### src/rtl/wb_stage_if.sv
// Result, issue, query and register-file write signals of the write-back stage.
// WB_FWD_EN adds the forwarding lookup outputs.
interface wb_stage_if;
    logic        res_valid;
    logic        res_ready;
    logic        res_reg_write;
    logic [3:0]  res_rd;
    logic [15:0] res_data;

    logic        iss_valid;
    logic [3:0]  iss_rd;
    logic        iss_ready;

    logic [3:0]  q_rs1;
    logic [3:0]  q_rs2;
    logic        busy_rs1;
    logic        busy_rs2;

    logic        reg_write_wb;
    logic [3:0]  rd_wb;
    logic [15:0] regfile_data_in;

`ifdef WB_FWD_EN
    logic        fwd_rs1_hit;
    logic        fwd_rs2_hit;
    logic [15:0] fwd_rs1_data;
    logic [15:0] fwd_rs2_data;
`endif

    // Pipeline side: EX/MEM drives results, ID drives issues and queries.
    modport master (
        output res_valid, res_reg_write, res_rd, res_data,
        output iss_valid, iss_rd, q_rs1, q_rs2,
        input  res_ready, iss_ready, busy_rs1, busy_rs2,
        input  reg_write_wb, rd_wb, regfile_data_in
`ifdef WB_FWD_EN
        , input fwd_rs1_hit, fwd_rs2_hit, fwd_rs1_data, fwd_rs2_data
`endif
    );

    modport slave (
        input  res_valid, res_reg_write, res_rd, res_data,
        input  iss_valid, iss_rd, q_rs1, q_rs2,
        output res_ready, iss_ready, busy_rs1, busy_rs2,
        output reg_write_wb, rd_wb, regfile_data_in
`ifdef WB_FWD_EN
        , output fwd_rs1_hit, fwd_rs2_hit, fwd_rs1_data, fwd_rs2_data
`endif
    );
endinterface

### src/rtl/wb_stage.sv
// Write-back stage: result FIFO, register-file write port and pending-write scoreboard.
// Define WB_FWD_EN to add youngest-match forwarding from the FIFO and output register.
module wb_stage #(
    parameter int unsigned DEPTH    = 2,
    parameter int unsigned SB_CNT_W = 2
) (
    input logic       clk,
    input logic       rst_n,
    wb_stage_if.slave wb
);
    localparam int unsigned         AW      = $clog2(DEPTH);
    localparam logic [AW:0]         PTR_ONE = (AW + 1)'(1);
    localparam logic [SB_CNT_W-1:0] CNT_MAX = '1;
    localparam logic [SB_CNT_W-1:0] CNT_ONE = SB_CNT_W'(1);

    typedef struct packed {
        logic        reg_write;
        logic [3:0]  rd;
        logic [15:0] data;
    } entry_t;

    entry_t              fifo_q [DEPTH];
    logic [AW:0]         wr_ptr_q, wr_ptr_d;
    logic [AW:0]         rd_ptr_q, rd_ptr_d;
    logic                full, empty, push, pop;
    entry_t              head;

    logic                reg_write_q;
    logic [3:0]          rd_q;
    logic [15:0]         data_q;

    logic [SB_CNT_W-1:0] cnt_q [16];
    logic [SB_CNT_W-1:0] cnt_d [16];
    logic                iss_fire;
    logic                inc, dec;

    // ---------------------------------------------------------------- result FIFO
    // Extra wrap bit distinguishes full from empty when the index bits match.
    assign full  = (wr_ptr_q[AW-1:0] == rd_ptr_q[AW-1:0]) && (wr_ptr_q[AW] != rd_ptr_q[AW]);
    assign empty = (wr_ptr_q == rd_ptr_q);
    assign push  = wb.res_valid && !full;
    assign pop   = !empty;
    assign head  = fifo_q[rd_ptr_q[AW-1:0]];

    assign wb.res_ready = !full;

    always_comb begin
        wr_ptr_d = wr_ptr_q;
        rd_ptr_d = rd_ptr_q;
        if (push) wr_ptr_d = wr_ptr_q + PTR_ONE;
        if (pop)  rd_ptr_d = rd_ptr_q + PTR_ONE;
    end

    always_ff @(posedge clk or negedge rst_n) begin
        if (!rst_n) begin
            wr_ptr_q <= '0;
            rd_ptr_q <= '0;
        end else begin
            wr_ptr_q <= wr_ptr_d;
            rd_ptr_q <= rd_ptr_d;
        end
    end

    always_ff @(posedge clk) begin
        if (push) begin
            fifo_q[wr_ptr_q[AW-1:0]] <= '{reg_write: wb.res_reg_write,
                                          rd:        wb.res_rd,
                                          data:      wb.res_data};
        end
    end

    // ---------------------------------------------------------------- output register
    // Address and data hold when idle; only the write enable drops.
    always_ff @(posedge clk or negedge rst_n) begin
        if (!rst_n) begin
            reg_write_q <= 1'b0;
            rd_q        <= '0;
            data_q      <= '0;
        end else if (pop) begin
            reg_write_q <= head.reg_write;
            rd_q        <= head.rd;
            data_q      <= head.data;
        end else begin
            reg_write_q <= 1'b0;
        end
    end

    assign wb.reg_write_wb    = reg_write_q;
    assign wb.rd_wb           = rd_q;
    assign wb.regfile_data_in = data_q;

    // ---------------------------------------------------------------- scoreboard
    assign wb.iss_ready = (cnt_q[wb.iss_rd] != CNT_MAX);
    assign iss_fire     = wb.iss_valid && wb.iss_ready;

    always_comb begin
        inc = 1'b0;
        dec = 1'b0;
        for (int unsigned r = 0; r < 16; r++) begin
            inc      = iss_fire && (wb.iss_rd == 4'(r));
            dec      = reg_write_q && (rd_q == 4'(r));
            cnt_d[r] = cnt_q[r];
            if (inc && !dec) begin
                cnt_d[r] = cnt_q[r] + CNT_ONE;
            end else if (dec && !inc && (cnt_q[r] != '0)) begin
                cnt_d[r] = cnt_q[r] - CNT_ONE;
            end
        end
    end

    always_ff @(posedge clk or negedge rst_n) begin
        if (!rst_n) begin
            cnt_q <= '{default: '0};
        end else begin
            cnt_q <= cnt_d;
        end
    end

    // Busy drops at the regfile write edge, so a read after that sees the new value.
    assign wb.busy_rs1 = (cnt_q[wb.q_rs1] != '0);
    assign wb.busy_rs2 = (cnt_q[wb.q_rs2] != '0);

    sb_underflow_a: assert property (@(posedge clk) disable iff (!rst_n)
        !(reg_write_q && (cnt_q[rd_q] == '0)))
        else $error("wb_stage: retiring rd=%0d with no pending write", rd_q);

    // ---------------------------------------------------------------- forwarding
`ifdef WB_FWD_EN
    logic [AW:0]    fill;
    logic [AW-1:0]  idx;
    logic           hit1, hit2;
    logic [15:0]    fwd1, fwd2;

    assign fill = wr_ptr_q - rd_ptr_q;

    // Walk oldest to newest so the youngest match wins; output register is lowest priority.
    always_comb begin
        idx  = '0;
        hit1 = reg_write_q && (rd_q == wb.q_rs1);
        hit2 = reg_write_q && (rd_q == wb.q_rs2);
        fwd1 = hit1 ? data_q : '0;
        fwd2 = hit2 ? data_q : '0;
        for (int unsigned i = 0; i < DEPTH; i++) begin
            idx = rd_ptr_q[AW-1:0] + AW'(i);
            if (((AW + 1)'(i) < fill) && fifo_q[idx].reg_write) begin
                if (fifo_q[idx].rd == wb.q_rs1) begin
                    hit1 = 1'b1;
                    fwd1 = fifo_q[idx].data;
                end
                if (fifo_q[idx].rd == wb.q_rs2) begin
                    hit2 = 1'b1;
                    fwd2 = fifo_q[idx].data;
                end
            end
        end
    end

    assign wb.fwd_rs1_hit  = hit1;
    assign wb.fwd_rs2_hit  = hit2;
    assign wb.fwd_rs1_data = fwd1;
    assign wb.fwd_rs2_data = fwd2;
`else
    // No lookup mux: ID resolves hazards from busy_rs1/busy_rs2 alone.
`endif

endmodule

### src/flat_wrapper.sv
// flat-port wrapper written by rule: the top's interface ports become plain ports
module wb_stage_flat 
#(
    parameter int unsigned DEPTH    = 2,
    parameter int unsigned SB_CNT_W = 2
)
  (clk, rst_n, wb_res_valid, wb_res_reg_write, wb_res_rd, wb_res_data, wb_iss_valid, wb_iss_rd, wb_q_rs1, wb_q_rs2, wb_res_ready, wb_iss_ready, wb_busy_rs1, wb_busy_rs2, wb_reg_write_wb, wb_rd_wb, wb_regfile_data_in);
  wb_stage_if wb_i ();
  input logic clk;
  input logic rst_n;
  input wire logic [$bits(wb_i.res_valid)-1:0] wb_res_valid;
  input wire logic [$bits(wb_i.res_reg_write)-1:0] wb_res_reg_write;
  input wire logic [$bits(wb_i.res_rd)-1:0] wb_res_rd;
  input wire logic [$bits(wb_i.res_data)-1:0] wb_res_data;
  input wire logic [$bits(wb_i.iss_valid)-1:0] wb_iss_valid;
  input wire logic [$bits(wb_i.iss_rd)-1:0] wb_iss_rd;
  input wire logic [$bits(wb_i.q_rs1)-1:0] wb_q_rs1;
  input wire logic [$bits(wb_i.q_rs2)-1:0] wb_q_rs2;
  output wire logic [$bits(wb_i.res_ready)-1:0] wb_res_ready;
  output wire logic [$bits(wb_i.iss_ready)-1:0] wb_iss_ready;
  output wire logic [$bits(wb_i.busy_rs1)-1:0] wb_busy_rs1;
  output wire logic [$bits(wb_i.busy_rs2)-1:0] wb_busy_rs2;
  output wire logic [$bits(wb_i.reg_write_wb)-1:0] wb_reg_write_wb;
  output wire logic [$bits(wb_i.rd_wb)-1:0] wb_rd_wb;
  output wire logic [$bits(wb_i.regfile_data_in)-1:0] wb_regfile_data_in;
  assign wb_i.res_valid = wb_res_valid;
  assign wb_i.res_reg_write = wb_res_reg_write;
  assign wb_i.res_rd = wb_res_rd;
  assign wb_i.res_data = wb_res_data;
  assign wb_i.iss_valid = wb_iss_valid;
  assign wb_i.iss_rd = wb_iss_rd;
  assign wb_i.q_rs1 = wb_q_rs1;
  assign wb_i.q_rs2 = wb_q_rs2;
  assign wb_res_ready = wb_i.res_ready;
  assign wb_iss_ready = wb_i.iss_ready;
  assign wb_busy_rs1 = wb_i.busy_rs1;
  assign wb_busy_rs2 = wb_i.busy_rs2;
  assign wb_reg_write_wb = wb_i.reg_write_wb;
  assign wb_rd_wb = wb_i.rd_wb;
  assign wb_regfile_data_in = wb_i.regfile_data_in;
  wb_stage #(.DEPTH(DEPTH), .SB_CNT_W(SB_CNT_W)) u_core (.clk(clk), .rst_n(rst_n), .wb(wb_i));
endmodule
### config.mk
export PLATFORM = sky130hd
export DESIGN_NAME = wb_stage_flat
export DESIGN_NICKNAME = d
export VERILOG_FILES = /design/src/rtl/wb_stage_if.sv /design/src/rtl/wb_stage.sv /design/src/flat_wrapper.sv
export SDC_FILE = /design/constraint.sdc
export NUM_CORES = 1
export LEC_CHECK = 0
export ABC_CLOCK_PERIOD_IN_PS = 2220
export BUFFER_PORTS_ARGS = -buffer_cell sky130_fd_sc_hd__buf_2
export CAP_MARGIN = 0
export CORE_MARGIN = 1
export CORE_UTILIZATION = 31
export CTS_CLUSTER_DIAMETER = 30
export DETAILED_ROUTE_END_ITERATION = 7
export SLEW_MARGIN = 20
export SYNTH_ARGS = -nofsm -noshare
export SYNTH_HDL_FRONTEND = slang
export SYNTH_SLANG_ARGS = --single-unit
### constraint.sdc
create_clock -name clk -period 2.22 [get_ports clk]
set_input_delay 0.222 -clock clk [delete_from_list [all_inputs] [get_ports clk]]
set_output_delay 0.222 -clock clk [all_outputs]
set_load 0.05 [all_outputs]
; Word level (Yosys, flattened, before mapping)
; Memories as Yosys holds them, arrays and structs flattened.
; Index checks and enable logic that the tools add are counted.
[totals]
memories = 1
output_inout_bits = 25
elab_cells = 292
register_bits = 57
mem_bits_rw = 42
in_bits = 37
[classes]
n_reduce_logical = 152
magnitude_cmp = 3
mux = 44
n_eq_ne = 34
n_addsub = 34
n_bitwise = 3
[memory_table]
columns = memory, depth, width, rd, rd_ports_with_merged_regs, wr, line
row1 = u_core.fifo_q, 2, 21, 1, 0, 1, wb_stage.sv:22  ; entry_t fifo_q [DEPTH];
[op_table]
columns = operator, count
row1 = $logic_and 1x1->1, 83
row2 = $mux 2, 38
row3 = $reduce_bool 2->1, 34
row4 = $eq 4x4->1 const B, 16
row5 = $add 2x1->2 const B, 18
row6 = $logic_not 1->1, 33
row7 = $eq 4x3->1 const B, 8
row8 = $sub 2x1->2 const B, 16
row9 = $bmux 2 s4, 3
row10 = $eq 4x2->1 const B, 4
row11 = $ge 5x5->1 const B, 3
row12 = $not 4->5, 3
row13 = $eq 4x1->1 const B, 2
row14 = $logic_not 4->1, 2
row15 = $mux 1, 3
row16 = $eq 2x2->1, 1
row17 = $ne 2x2->1 const B, 1
row18 = $eq 1x1->1, 1
row19 = $ne 1x1->1, 1

; Logic depth before layout (Yosys ltp)
; Gate-level depths: netlist of the first run.
[logic_depth]
ltp_word = 12
depth_mapped = 10
mapped_depth_nobuf = 6

; Least setup slack after synthesis of the first run
; No wires, ideal clock.
[synth_timing]
kind = flip-flop to flip-flop
startpoint = reg u_core.rd_ptr_q[0]
endpoint = mem u_core.fifo_q[0][0] (netlist name), enable pin
path_stages_with_launch = 6
t_arrival_ps = 2147
t_required_ps = 1821
slack_ps = -326
period_less_slack_ps = 2546
setup_ps = 399
n_path_buf = 1
cell_sequence = dfrtp_1 -> clkbuf_1 -> xnor2_1 -> nand2_1 -> nand2_1 -> nor2_1
[synth_via]
elab_chain_cells = 6
[synth_rtl]
columns = element, line
row1 = start: declaration, wb_stage.sv:24  ; logic [AW:0] rd_ptr_q, rd_ptr_d;
row2 = start signal: assignment, wb_stage.sv:60  ; rd_ptr_q <= rd_ptr_d;
row3 = $eq 1x1->1, wb_stage.sv:39  ; assign full = (wr_ptr_q[AW-1:0] == rd_ptr_q[AW-1:0]) && (wr_ptr_q[AW] != rd_ptr_q[AW]);
row4 = $logic_and 1x1->1, wb_stage.sv:39
row5 = $logic_not 1->1, -
row6 = named net wb_res_ready, flat_wrapper.sv:19  ; output wire logic [$bits(wb_i.res_ready)-1:0] wb_res_ready;
row7 = $logic_and 1x1->1, wb_stage.sv:41  ; assign push = wb.res_valid && !full;
row8 = $mux 1, wb_stage.sv:65  ; if (push) begin
row9 = $mux 1 (implied by the code), wb_stage.sv:66  ; fifo_q[wr_ptr_q[AW-1:0]] <= '{reg_write: wb.res_reg_write,
row10 = end: declaration, wb_stage.sv:22
; The timed path passes the listed nets, and every way through them passes these cells.

; Final worst setup path of the first run
[layout_timing]
startpoint = reg u_core.cnt_q[17] (netlist name)
endpoint = out wb_busy_rs2
[layout_via]
elab_chain_cells = 4
[layout_rtl]
columns = element, line
row1 = start: declaration, wb_stage.sv:32  ; logic [SB_CNT_W-1:0] cnt_q [16];
row2 = start signal: assignment, wb_stage.sv:115  ; cnt_q <= cnt_d;
row3 = $bmux 2 s4, wb_stage.sv:121  ; assign wb.busy_rs2 = (cnt_q[wb.q_rs2] != '0);
row4 = $mux 2 (implied by the code) (2 in series), wb_stage.sv:121
row5 = $reduce_bool 2->1, wb_stage.sv:121
row6 = end: declaration, flat_wrapper.sv:22  ; output wire logic [$bits(wb_i.busy_rs2)-1:0] wb_busy_rs2;
; No other way between the ends. The select of a mux whose other input is x is not followed.

==> reports/results.tsv, run 1 <==
stage	metric	value	unit
power_and_ir_drop	Final Power	8.93	mW
routing	detailed-route via count	3814	
flow_run	max-cap violations	0	
setup_path	crit path from	u_core.cnt_q[17]$_DFFE_PN0P_	
floorplanning	number of top-level pins	62	
setup_path	CP max stage cell	mux4_2	
yosys	most numerous cell in the Yosys netlist	dfrtp_1	
setup_path	worst path cell trace	buf_6 > nor2_4 > mux4_2 > mux4_2 > inv_2 > buf_8	
timing	Setup TNS	-558	ps
timing	setup slack after layout	-93.1	ps
setup_path	r2r setup slk	-80	ps
outcome	failing checks	negative setup slack	
setup_path	startpoint types	flip-flop	
power_and_ir_drop	maximum vdd drop	1010	uV
final_layout	layout cell share with drive strength beyond 1	0.393	
timing	Setup Viol. Count Final	15	
power_and_ir_drop	leak pwr	2.74	nW
worst_hold_path	type of the worst min-delay path	in -> reg	
routing	via/cell ratio	5.01	
floorplanning	core area	0.0160	mm2
yosys	Yosys reg bits	99	
clock_tree	clk sink count	99	
yosys	asr flop ratio synth	0.576	
yosys	Cell Area, Synth	0.00512	mm2
clock_tree	Clock Latency Late Sink	350	ps
yosys	Post-Syn Nets	446	
grt	Total GRT Usage	0.154	
timing	Slew HR	0.530	
yosys	Yosys top cell area share	0.279	
timing	skew final	13.0	ps
floorplanning	die width	130	um
yosys	sequential-to-total area share from yosys stat	0.525	
setup_path	Worst EP arrival	2090	ps
timing	Hold WS	58.0	ps
routing	drt drc	0	
grt	antenna violations before repair	0	
timing	Peak Freq	0.432	GHz
yosys	Cells after Synth	409	
grt	largest net degree at the start of global routing	58	
clock_tree	CTS buffer count	9	
clock_tree	clock root cell	clkbuf_16	
timing	crit share post-route	1.04	
yosys	library cells used by synthesis	41	
floorplanning	Initial Util	0.320	
routing	DRT iter0 DRCs	197	
yosys	dominant cell type by area after synthesis	dfrtp_1	
power_and_ir_drop	Sw Share	0.419	
setup_path	CP Depth	6	
timing	Hold Fails Final Rpt	0	
timing	Slew @ Worst Pin	700	ps
final_layout	fin nets	577	
place	I/O Buffers	61	
power_and_ir_drop	Sw Pwr	3.74	mW
final_layout	finished layout cell area	0.00679	mm2
power_and_ir_drop	Logic pwr share	0.485	
timing	fin crit period	2310	ps
outcome	outcome	finished with violations	
routing	Antenna Nets Post-Route	0	
final_layout	final core utilization	0.425	
place	Placement Cell Area	0.00597	mm2
grt	first-pass GRT wire length	19600	um
setup_path	max incr delay on CP	490	ps
setup_path	r2r endpoint	u_core.cnt_q[16]$_DFFE_PN0P_	
setup_path	reg2reg start	u_core.cnt_q[24]$_DFFE_PN0P_	
yosys	syn avg cell area	12.5	um2
setup_path	cells on worst reg2reg path	8	
yosys	most common library cells after synthesis	dfrtp_1 (57), nor2_1 (49), edfxtp_1 (42)	
yosys	ys flop type	dfrtp_1	
setup_path	CP Capture Point	wb_busy_rs2	
clock_tree	clock tree from TritonCTS	done	
place	GPL Wtd Cong	0.895	
yosys	Post-synth EDFFs	42	
setup_path	CP Max Fanout	2	
floorplanning	Total Die Area	0.0170	mm2
setup_path	WP data required	2000	ps
floorplanning	FP Rows	46	
setup_path	Buf/Inv on CP	3	
final_layout	fin cells	761	
power_and_ir_drop	Pwr Density	1320	mW/mm2
routing	wire length per cell	16.5	um
floorplanning	chip height	130	um
place	hpwl dp	8810	um
setup_path	crit-path leading delay family	multiplexers	
setup_path	critical path type	reg -> out	
place	Place WS	-165	ps
routing	iteration count of the initial detailed-routing pass	4	
power_and_ir_drop	Int Pwr	5.19	mW
timing	RSZ-0062 raised after global routing	true	
clock_tree	CTS clk-pin slew, worst paths	70	ps
timing	Slew Limit Fails	0	
place	placed cells	722	
power_and_ir_drop	clock power share	0.169	
grt	GRT overflow	0	
routing	drt total wl	12500	um
setup_path	cell mode on critical path	mux4_2	
yosys	Yosys warnings	0	
yosys	top cells by area, synth	dfrtp_1 (28%), edfxtp_1 (25%), mux4_2 (6.6%)	
power_and_ir_drop	Seq pwr share	0.346	
grt	vias in the first global route	3868	
clock_tree	Clock Path Buffers	2	
clock_tree	H-tree lvl count	3	
final_layout	n_diodes	0	
final_layout	Area growth syn-to-layout	32.8	%
setup_path	CP Capture Type	output pin	
timing repair:
item,4_1_cts,5_1_grt
hold endpoints to repair,57,0
cloned,0,2
endpoints found under the setup margin,21,34
pin swaps,20,28
hold buffers,1,0
gates resized for setup,50,23
setup buffers,15,5
kinds of logic after synthesis:
kind of cell / Yosys count / synth area share
and+or+nand+nor: 113 / 0.0998
DFF: 99 / 0.525
AOI/OAI and AO/OA: 92 / 0.149
muxes: 53 / 0.152
buffers and inverters: 31 / 0.0386
xor gates and xnor gates: 21 / 0.0359
power by group through the flow:
| stage | Combinational [mW] | Clock [mW] | Sequential, mW |
|---|---|---|---|
| 6_report | 4.34 | 1.51 | 3.09 |
| 5_1_grt | 4.67 | 1.61 | 3.17 |
| 4_1_cts | 4.16 | 1.55 | 3.09 |
| 3_5_place_dp | 3.80 | 0 | 3.11 |
| 3_3_place_gp | 3.69 | 0 | 3.08 |
| 2_1_floorplan | 2.07 | 0 | 3.69 |
per-layer routing:
metal  vias to the layer above  global-route usage  share of wire  wire length [um]
met4                         0              0.0399          0.010               126
met5                         -                   0              0                 0
met3                         9              0.0550          0.067               844
met1                      1904               0.186           0.43              5440
li1                       1789                   -              -                 -
met2                       112               0.260           0.49              6130
state kept, by name (all words and copies together) (netlist names):
register and flops:
u_core.wb.reg_write_wb 1, u_core.wr_ptr_q 2, u_core.rd_ptr_q 2, u_core.wb.regfile_data_in 16
u_core.fifo_q 42, u_core.cnt_q 32, u_core.wb.rd_wb 4
cell type report:
cell class | count | area, um2
Fill cell | 1570 | 9210
Sequential cell | 99 | 2690
Multi-Input combinational cell | 279 | 2420
Timing Repair Buffer | 140 | 1090
Tap cell | 216 | 270
Clock buffer | 10 | 229
Clock inverter | 6 | 61.3
Inverter | 11 | 41.3
worst min path at each step:
stage,cells after the start,to,start,slack [ps]
detailed placement,2,u_core.cnt_q[25]$_DFFE_PN0P_,rst_n,260
global placement,2,u_core.cnt_q[9]$_DFFE_PN0P_,rst_n,250
floorplan,0,u_core.cnt_q[0]$_DFFE_PN0P_,rst_n,-70
global route,1,u_core.fifo_q[0][5]$_DFFE_PP_,wb_res_data[5],40
finish,1,u_core.fifo_q[0][1]$_DFFE_PP_,wb_res_data[1],60
CTS,1,u_core.fifo_q[1][19]$_DFFE_PP_,wb_res_rd[3],40
placed cells by master (no fill, tap or decap), drive strengths merged, types with 9 or more instances in the layout:
cell type	instances
xor2	9
o21bai	17
buf	137
mux2i	28
a21oi	24
nor2	49
mux4	18
o211ai	12
nand2	26
dfrtp	57
a22o	9
clkbuf	12
xnor2	12
edfxtp	42
and3	12
inv	12
Note: power is estimated with default switching activity, not from simulation.
==> run 2: changes to the inputs <==
RECOVER_POWER = 100   (was not set)
SLEW_MARGIN = not set   (was 20)
==> reports/results.tsv, run 2 (same netlist as run 1, synthesis figures left out) <==
stage	metric	value	unit	change
outcome	outcome	finished with violations		
outcome	failing checks	max-capacitance violations, max-slew violations, negative setup slack		
grt	first-pass GRT wire length	19600	um	unchanged
clock_tree	clock root cell	clkbuf_16		
floorplanning	core area	0.0160	mm2	unchanged
clock_tree	H-tree lvl count	3		unchanged
routing	Antenna Nets Post-Route	0		unchanged
setup_path	CP Max Fanout	2		unchanged
setup_path	r2r endpoint	u_core.cnt_q[16]$_DFFE_PN0P_		
final_layout	commonest non-fill, non-tap cell in the layout	dfrtp_1		
final_layout	fillcell total	1587		+1.1%
timing	Peak Freq	0.433	GHz	+0.15%
clock_tree	CTS buffer count	9		unchanged
setup_path	startpoint types	flip-flop		
power_and_ir_drop	leak pwr	2.64	nW	-3.6%
clock_tree	clock tree from TritonCTS	done		
place	hpwl dp	8810	um	unchanged
setup_path	CP Capture Point	wb_iss_ready		
power_and_ir_drop	Final Power	8.84	mW	-1.1%
clock_tree	Clock Latency Late Sink	350	ps	about the same
timing	Slew @ Worst Pin	1560	ps	+859 ps
final_layout	Area growth syn-to-layout	31.2	%	
setup_path	reg2reg start	u_core.cnt_q[24]$_DFFE_PN0P_		
power_and_ir_drop	Pwr Density	1320	mW/mm2	about the same
routing	wire length per cell	16.5	um	about the same
routing	via/cell ratio	5.00		-0.16%
worst_hold_path	type of the worst min-delay path	in -> reg		
floorplanning	Initial Util	0.320		unchanged
routing	drt total wl	12500	um	about the same
setup_path	critical path type	reg -> out		
final_layout	register area	0.00269	mm2	unchanged
place	placed cells	722		unchanged
floorplanning	Total Die Area	0.0170	mm2	unchanged
floorplanning	FP Rows	46		unchanged
setup_path	Worst EP arrival	2090	ps	about the same
floorplanning	die width	130	um	unchanged
place	GPL Wtd Cong	0.895		unchanged
setup_path	cells on worst reg2reg path	8		unchanged
grt	antenna violations before repair	0		unchanged
grt	vias in the first global route	3868		unchanged
timing	skew final	13.4	ps	+0.372 ps
clock_tree	CTS clk-pin slew, worst paths	80	ps	about the same
grt	largest net degree at the start of global routing	58		unchanged
final_layout	layout cell share with drive strength beyond 1	0.325		-0.0679
final_layout	most frequent cells in the layout	dfrtp_1 (57), buf_4 (46), edfxtp_1 (42)		
timing	RSZ-0062 raised after global routing	true		
setup_path	CP Capture Type	output pin		
final_layout	fin nets	577		unchanged
grt	Total GRT Usage	0.154		unchanged
setup_path	WP data required	2000	ps	about the same
setup_path	r2r setup slk	-80	ps	about the same
grt	GRT overflow	0		unchanged
clock_tree	clk sink count	99		unchanged
routing	drt drc	0		unchanged
floorplanning	chip height	130	um	unchanged
flow_run	max-cap violations	1		+1
floorplanning	number of top-level pins	62		unchanged
clock_tree	Clock Path Buffers	2		unchanged
timing	Slew HR	-0.0397		-0.569
routing	iteration count of the initial detailed-routing pass	4		unchanged
place	I/O Buffers	61		unchanged
timing	fin crit period	2310	ps	-3.56 ps
final_layout	area of the multi-input gates	0.00241	mm2	-0.26%
final_layout	n_diodes	0		unchanged
timing	Slew Limit Fails	58		+58
routing	DRT iter0 DRCs	157		-20%
final_layout	max reg flops	42		unchanged
power_and_ir_drop	maximum vdd drop	978	uV	-3.0%
final_layout	fin cells	761		unchanged
timing	Setup Viol. Count Final	18		+3
final_layout	final core utilization	0.420		-0.00485
timing	Hold Fails Final Rpt	0		unchanged
timing	setup slack after layout	-89.5	ps	+3.56 ps
routing	detailed-route via count	3808		-0.16%
timing	crit share post-route	1.04		-0.00161
setup_path	crit path from	u_core.cnt_q[25]$_DFFE_PN0P_		
## run 2: cell type report
type | instances | area share
well taps | 216 | 0.0402
repair buffers | 140 | 0.151
clock inverters | 6 | 0.00913
flip-flops and latches | 99 | 0.400
multi-input cells | 279 | 0.359
clock buffers | 10 | 0.0341
inverters | 11 | 0.00615
## run 2: worst min path at each step
| stage | endpoint | slack (ps) | from | depth (start not counted) |
|---|---|---|---|---|
| after floorplan | u_core.cnt_q[0]$_DFFE_PN0P_ | -70 | rst_n | 0 |
| after global placement | u_core.cnt_q[9]$_DFFE_PN0P_ | 250 | rst_n | 2 |
| after detailed placement | u_core.cnt_q[25]$_DFFE_PN0P_ | 260 | rst_n | 2 |
| after CTS | u_core.fifo_q[1][19]$_DFFE_PP_ | 40 | wb_res_rd[3] | 1 |
| after global routing | u_core.fifo_q[0][5]$_DFFE_PP_ | 40 | wb_res_data[5] | 1 |
| final | u_core.fifo_q[0][12]$_DFFE_PP_ | 60 | wb_res_data[12] | 1 |
## run 2: where the power goes
group          switching [mW]  internal (mW)
clock                   0.725          0.784
sequential              0.457           2.65
combinational            2.56           1.67
total                    3.74           5.10
## run 2: worst max-delay path, cell delays in order, from the launching register on
cell and delay [ps]:
dfrtp_1 400, mux4_2 480, a22oi_1 190, and3_4 230
buf_6 110, buf_6 100, nor2_4 30, inv_2 50
buf_8 140
## run 2: stage by stage
stage          TNS, ps  cell area [um2]  hold slack [ps]  setup WS (ps)
2_1_floorplan        0             5120            -73.6          0.833
3_3_place_gp      -758             5970              255          -75.4
3_5_place_dp     -2560             5970              260           -165
4_1_cts           -773             6590             44.1          -87.0
5_1_grt          -2690             6720             39.8           -155
6_report          -698             6720             59.3          -89.5
## run 2: routing by layer
| layer | vias up | wire (um) | global-route usage | share of wire |
|---|---|---|---|---|
| met2 | 108 | 6080 | 0.260 | 0.49 |
| met5 | - | 0 | 0 | 0 |
| li1 | 1786 | - | - | - |
| met3 | 10 | 891 | 0.0550 | 0.071 |
| met1 | 1904 | 5450 | 0.186 | 0.43 |
| met4 | 0 | 110 | 0.0399 | 0.0088 |
## run 2: what timing repair did
item,CTS,global route
gates resized for setup,50,23
hold buffers,1,0
setup buffers,15,5
hold endpoints to repair,57,0
cloned,0,2
pin swaps,20,28
endpoints found under the setup margin,21,34
==> run 3: changes to the inputs <==
CORE_UTILIZATION = 50   (was 31)
PLACE_DENSITY = 0.73   (was not set)
==> reports/results.tsv, run 3 (same netlist as run 1, synthesis figures left out) <==
stage	metric	value	unit	change
outcome	outcome	finished with violations		
outcome	failing checks	negative setup slack		
timing	Slew @ Worst Pin	1170	ps	-385 ps
setup_path	r2r endpoint	u_core.cnt_q[18]$_DFFE_PN0P_		
setup_path	reg2reg start	u_core.cnt_q[6]$_DFFE_PN0P_		
routing	wire length per cell	17.5	um	+6.1%
routing	drt drc	0		unchanged
grt	largest net degree at the start of global routing	39		-33%
clock_tree	Clock Latency Late Sink	370	ps	+20 ps
worst_hold_path	Hold Crit Depth	1		unchanged
timing	fin crit period	2330	ps	+23.6 ps
worst_hold_path	hold_sp	wb_res_data[5]		
worst_hold_path	type of the worst min-delay path	in -> reg		
grt	Total GRT Usage	0.234		+0.0796
worst_hold_path	WHS Endpoint	u_core.fifo_q[1][5]$_DFFE_PP_		
setup_path	WP data required	2000	ps	about the same
routing	DRT iter0 DRCs	140		-11%
place	hpwl dp	8450	um	-4.1%
clock_tree	clock root cell	clkbuf_8		
timing	RSZ-0062 raised after global routing	true		
setup_path	CP Max Fanout	3		+1
routing	detailed-route via count	3797		-0.29%
final_layout	commonest non-fill, non-tap cell in the layout	dfrtp_1		
timing	skew final	10.2	ps	-3.25 ps
routing	Antenna Nets Post-Route	0		unchanged
clock_tree	clock tree from TritonCTS	done		
routing	drt total wl	11900	um	-5.2%
power_and_ir_drop	leak pwr	2.62	nW	-0.85%
final_layout	fin nets	579		+0.35%
timing	crit share post-route	1.05		+0.0107
power_and_ir_drop	maximum vdd drop	1160	uV	+18%
floorplanning	Initial Util	0.519		+0.199
routing	iteration count of the initial detailed-routing pass	4		unchanged
final_layout	fillcell total	752		-53%
floorplanning	die width	103	um	-21%
final_layout	final core utilization	0.656		+0.236
clock_tree	CTS buffer count	9		unchanged
timing	setup slack after layout	-113	ps	-23.6 ps
final_layout	layout cell share with drive strength beyond 1	0.342		+0.0171
routing	via/cell ratio	5.58		+12%
setup_path	cells on worst reg2reg path	9		+1
setup_path	cell mode on critical path	mux4_2		
clock_tree	H-tree lvl count	3		unchanged
setup_path	CP Capture Type	output pin		
timing	Peak Freq	0.429	GHz	-1.0%
place	I/O Buffers	61		unchanged
place	GPL Wtd Cong	0.860		-3.8%
grt	first-pass GRT wire length	18200	um	-7.3%
setup_path	startpoint types	flip-flop		
floorplanning	number of top-level pins	62		unchanged
flow_run	max-cap violations	0		-1
setup_path	Worst EP arrival	2110	ps	+20 ps
timing	Hold WS	28.7	ps	-30.5 ps
floorplanning	FP Rows	36		-22%
power_and_ir_drop	Pwr Density	1300	mW/mm2	-1.6%
clock_tree	CTS clk-pin slew, worst paths	110	ps	+30 ps
place	Place WS	-197	ps	-31.8 ps
setup_path	crit-path leading delay family	multiplexers		
grt	vias in the first global route	3809		-1.5%
floorplanning	Total Die Area	0.0106	mm2	-37%
final_layout	n_diodes	0		unchanged
final_layout	most frequent cells in the layout	dfrtp_1 (56), buf_4 (47), edfxtp_1 (42)		
floorplanning	chip height	103	um	-21%
floorplanning	core area	0.00986	mm2	-38%
grt	antenna violations before repair	0		unchanged
setup_path	Buf/Inv on CP	3		-1
grt	GRT overflow	0		unchanged
timing	Slew HR	0.217		+0.257
final_layout	Area growth syn-to-layout	26.4	%	
setup_path	CP max stage cell	mux4_2		
timing	Slew Limit Fails	0		-100%
setup_path	critical path type	reg -> out		
final_layout	max reg flops	42		unchanged
setup_path	r2r setup slk	-110	ps	-30 ps
clock_tree	clk sink count	99		unchanged
clock_tree	Clock Path Buffers	2		unchanged
power_and_ir_drop	Final Power	8.38	mW	-5.2%
timing	Hold Fails Final Rpt	0		unchanged
timing	Setup Viol. Count Final	18		unchanged
setup_path	max incr delay on CP	480	ps	about the same
setup_path	worst path cell trace	buf_6 > nor2_4 > mux4_2 > mux4_2 > inv_2 > buf_8		
## run 3: per-stage QoR
stage | TNS (ps) | area, um2 | std cells
after floorplan | 0 | 5120 | 409
after global placement | -1630 | 5900 | 642
after detailed placement | -3450 | 5900 | 642
after CTS | -645 | 6310 | 670
after global routing | -2850 | 6470 | 680
final | -955 | 6470 | 680
## run 3: how the worst max path moves through the flow
stage	startpoint	to	slack, ps	cells past startpoint
after detailed placement	wb_iss_rd[0]	u_core.cnt_q[24]$_DFFE_PN0P_	-200	8
after global routing	u_core.cnt_q[6]$_DFFE_PN0P_	u_core.cnt_q[18]$_DFFE_PN0P_	-190	9
after CTS	u_core.cnt_q[0]$_DFFE_PN0P_	wb_busy_rs1	-120	6
after global placement	wb_iss_rd[0]	u_core.cnt_q[25]$_DFFE_PN0P_	-130	8
final	u_core.cnt_q[21]$_DFFE_PN0P_	wb_busy_rs1	-110	6
after floorplan	u_core.rd_ptr_q[0]$_DFFE_PN0P_	u_core.fifo_q[0][0]$_DFFE_PP_	0.8	5
## run 3: worst register-to-register path, delay by kind of cell (launching register included)
kind | cells | cell delay (ps)
AOI/OAI and AO/OA | 2 | 380
xor gates and xnor gates | 1 | 130
buffers and inverters | 3 | 500
DFF | 1 | 410
muxes | 1 | 480
and+or+nand+nor | 2 | 330
## run 3: timing repair
item | CTS | global route
endpoints found under the setup margin | 14 | 32
pin swaps | 12 | 16
resized for setup | 32 | 40
setup buffers | 11 | 10
endpoints found under the hold margin | 19 | 0
hold buffers | 1 | 0
## run 3: final cells by class
type                       count  area [um2]  share of cell area
clock buffer                   9         124              0.0192
timing repair buffer         142        1010               0.156
tap                          133         166              0.0257
sequential                    99        2690               0.416
multi-input combinational    279        2370               0.366
clock inverter                 7        70.1              0.0108
inverter                      11        41.3             0.00639
## run 3: layer usage
metal | up-vias | global-route usage | wire (um)
met3 | 21 | 0.0597 | 673
met5 | - | 0 | 0
met1 | 1864 | 0.271 | 4810
li1 | 1791 | - | -
met4 | 0 | 0.0661 | 225
met2 | 121 | 0.427 | 6180
## run 3: where the power goes
group / internal, mW / total (mW) / switching (mW) / leakage (nW)
Sequential: 2.64 / 3.09 / 0.446 / 1.02
Combinational: 1.60 / 4.15 / 2.56 / 1.50
Clock: 0.441 / 1.14 / 0.695 / 0.101
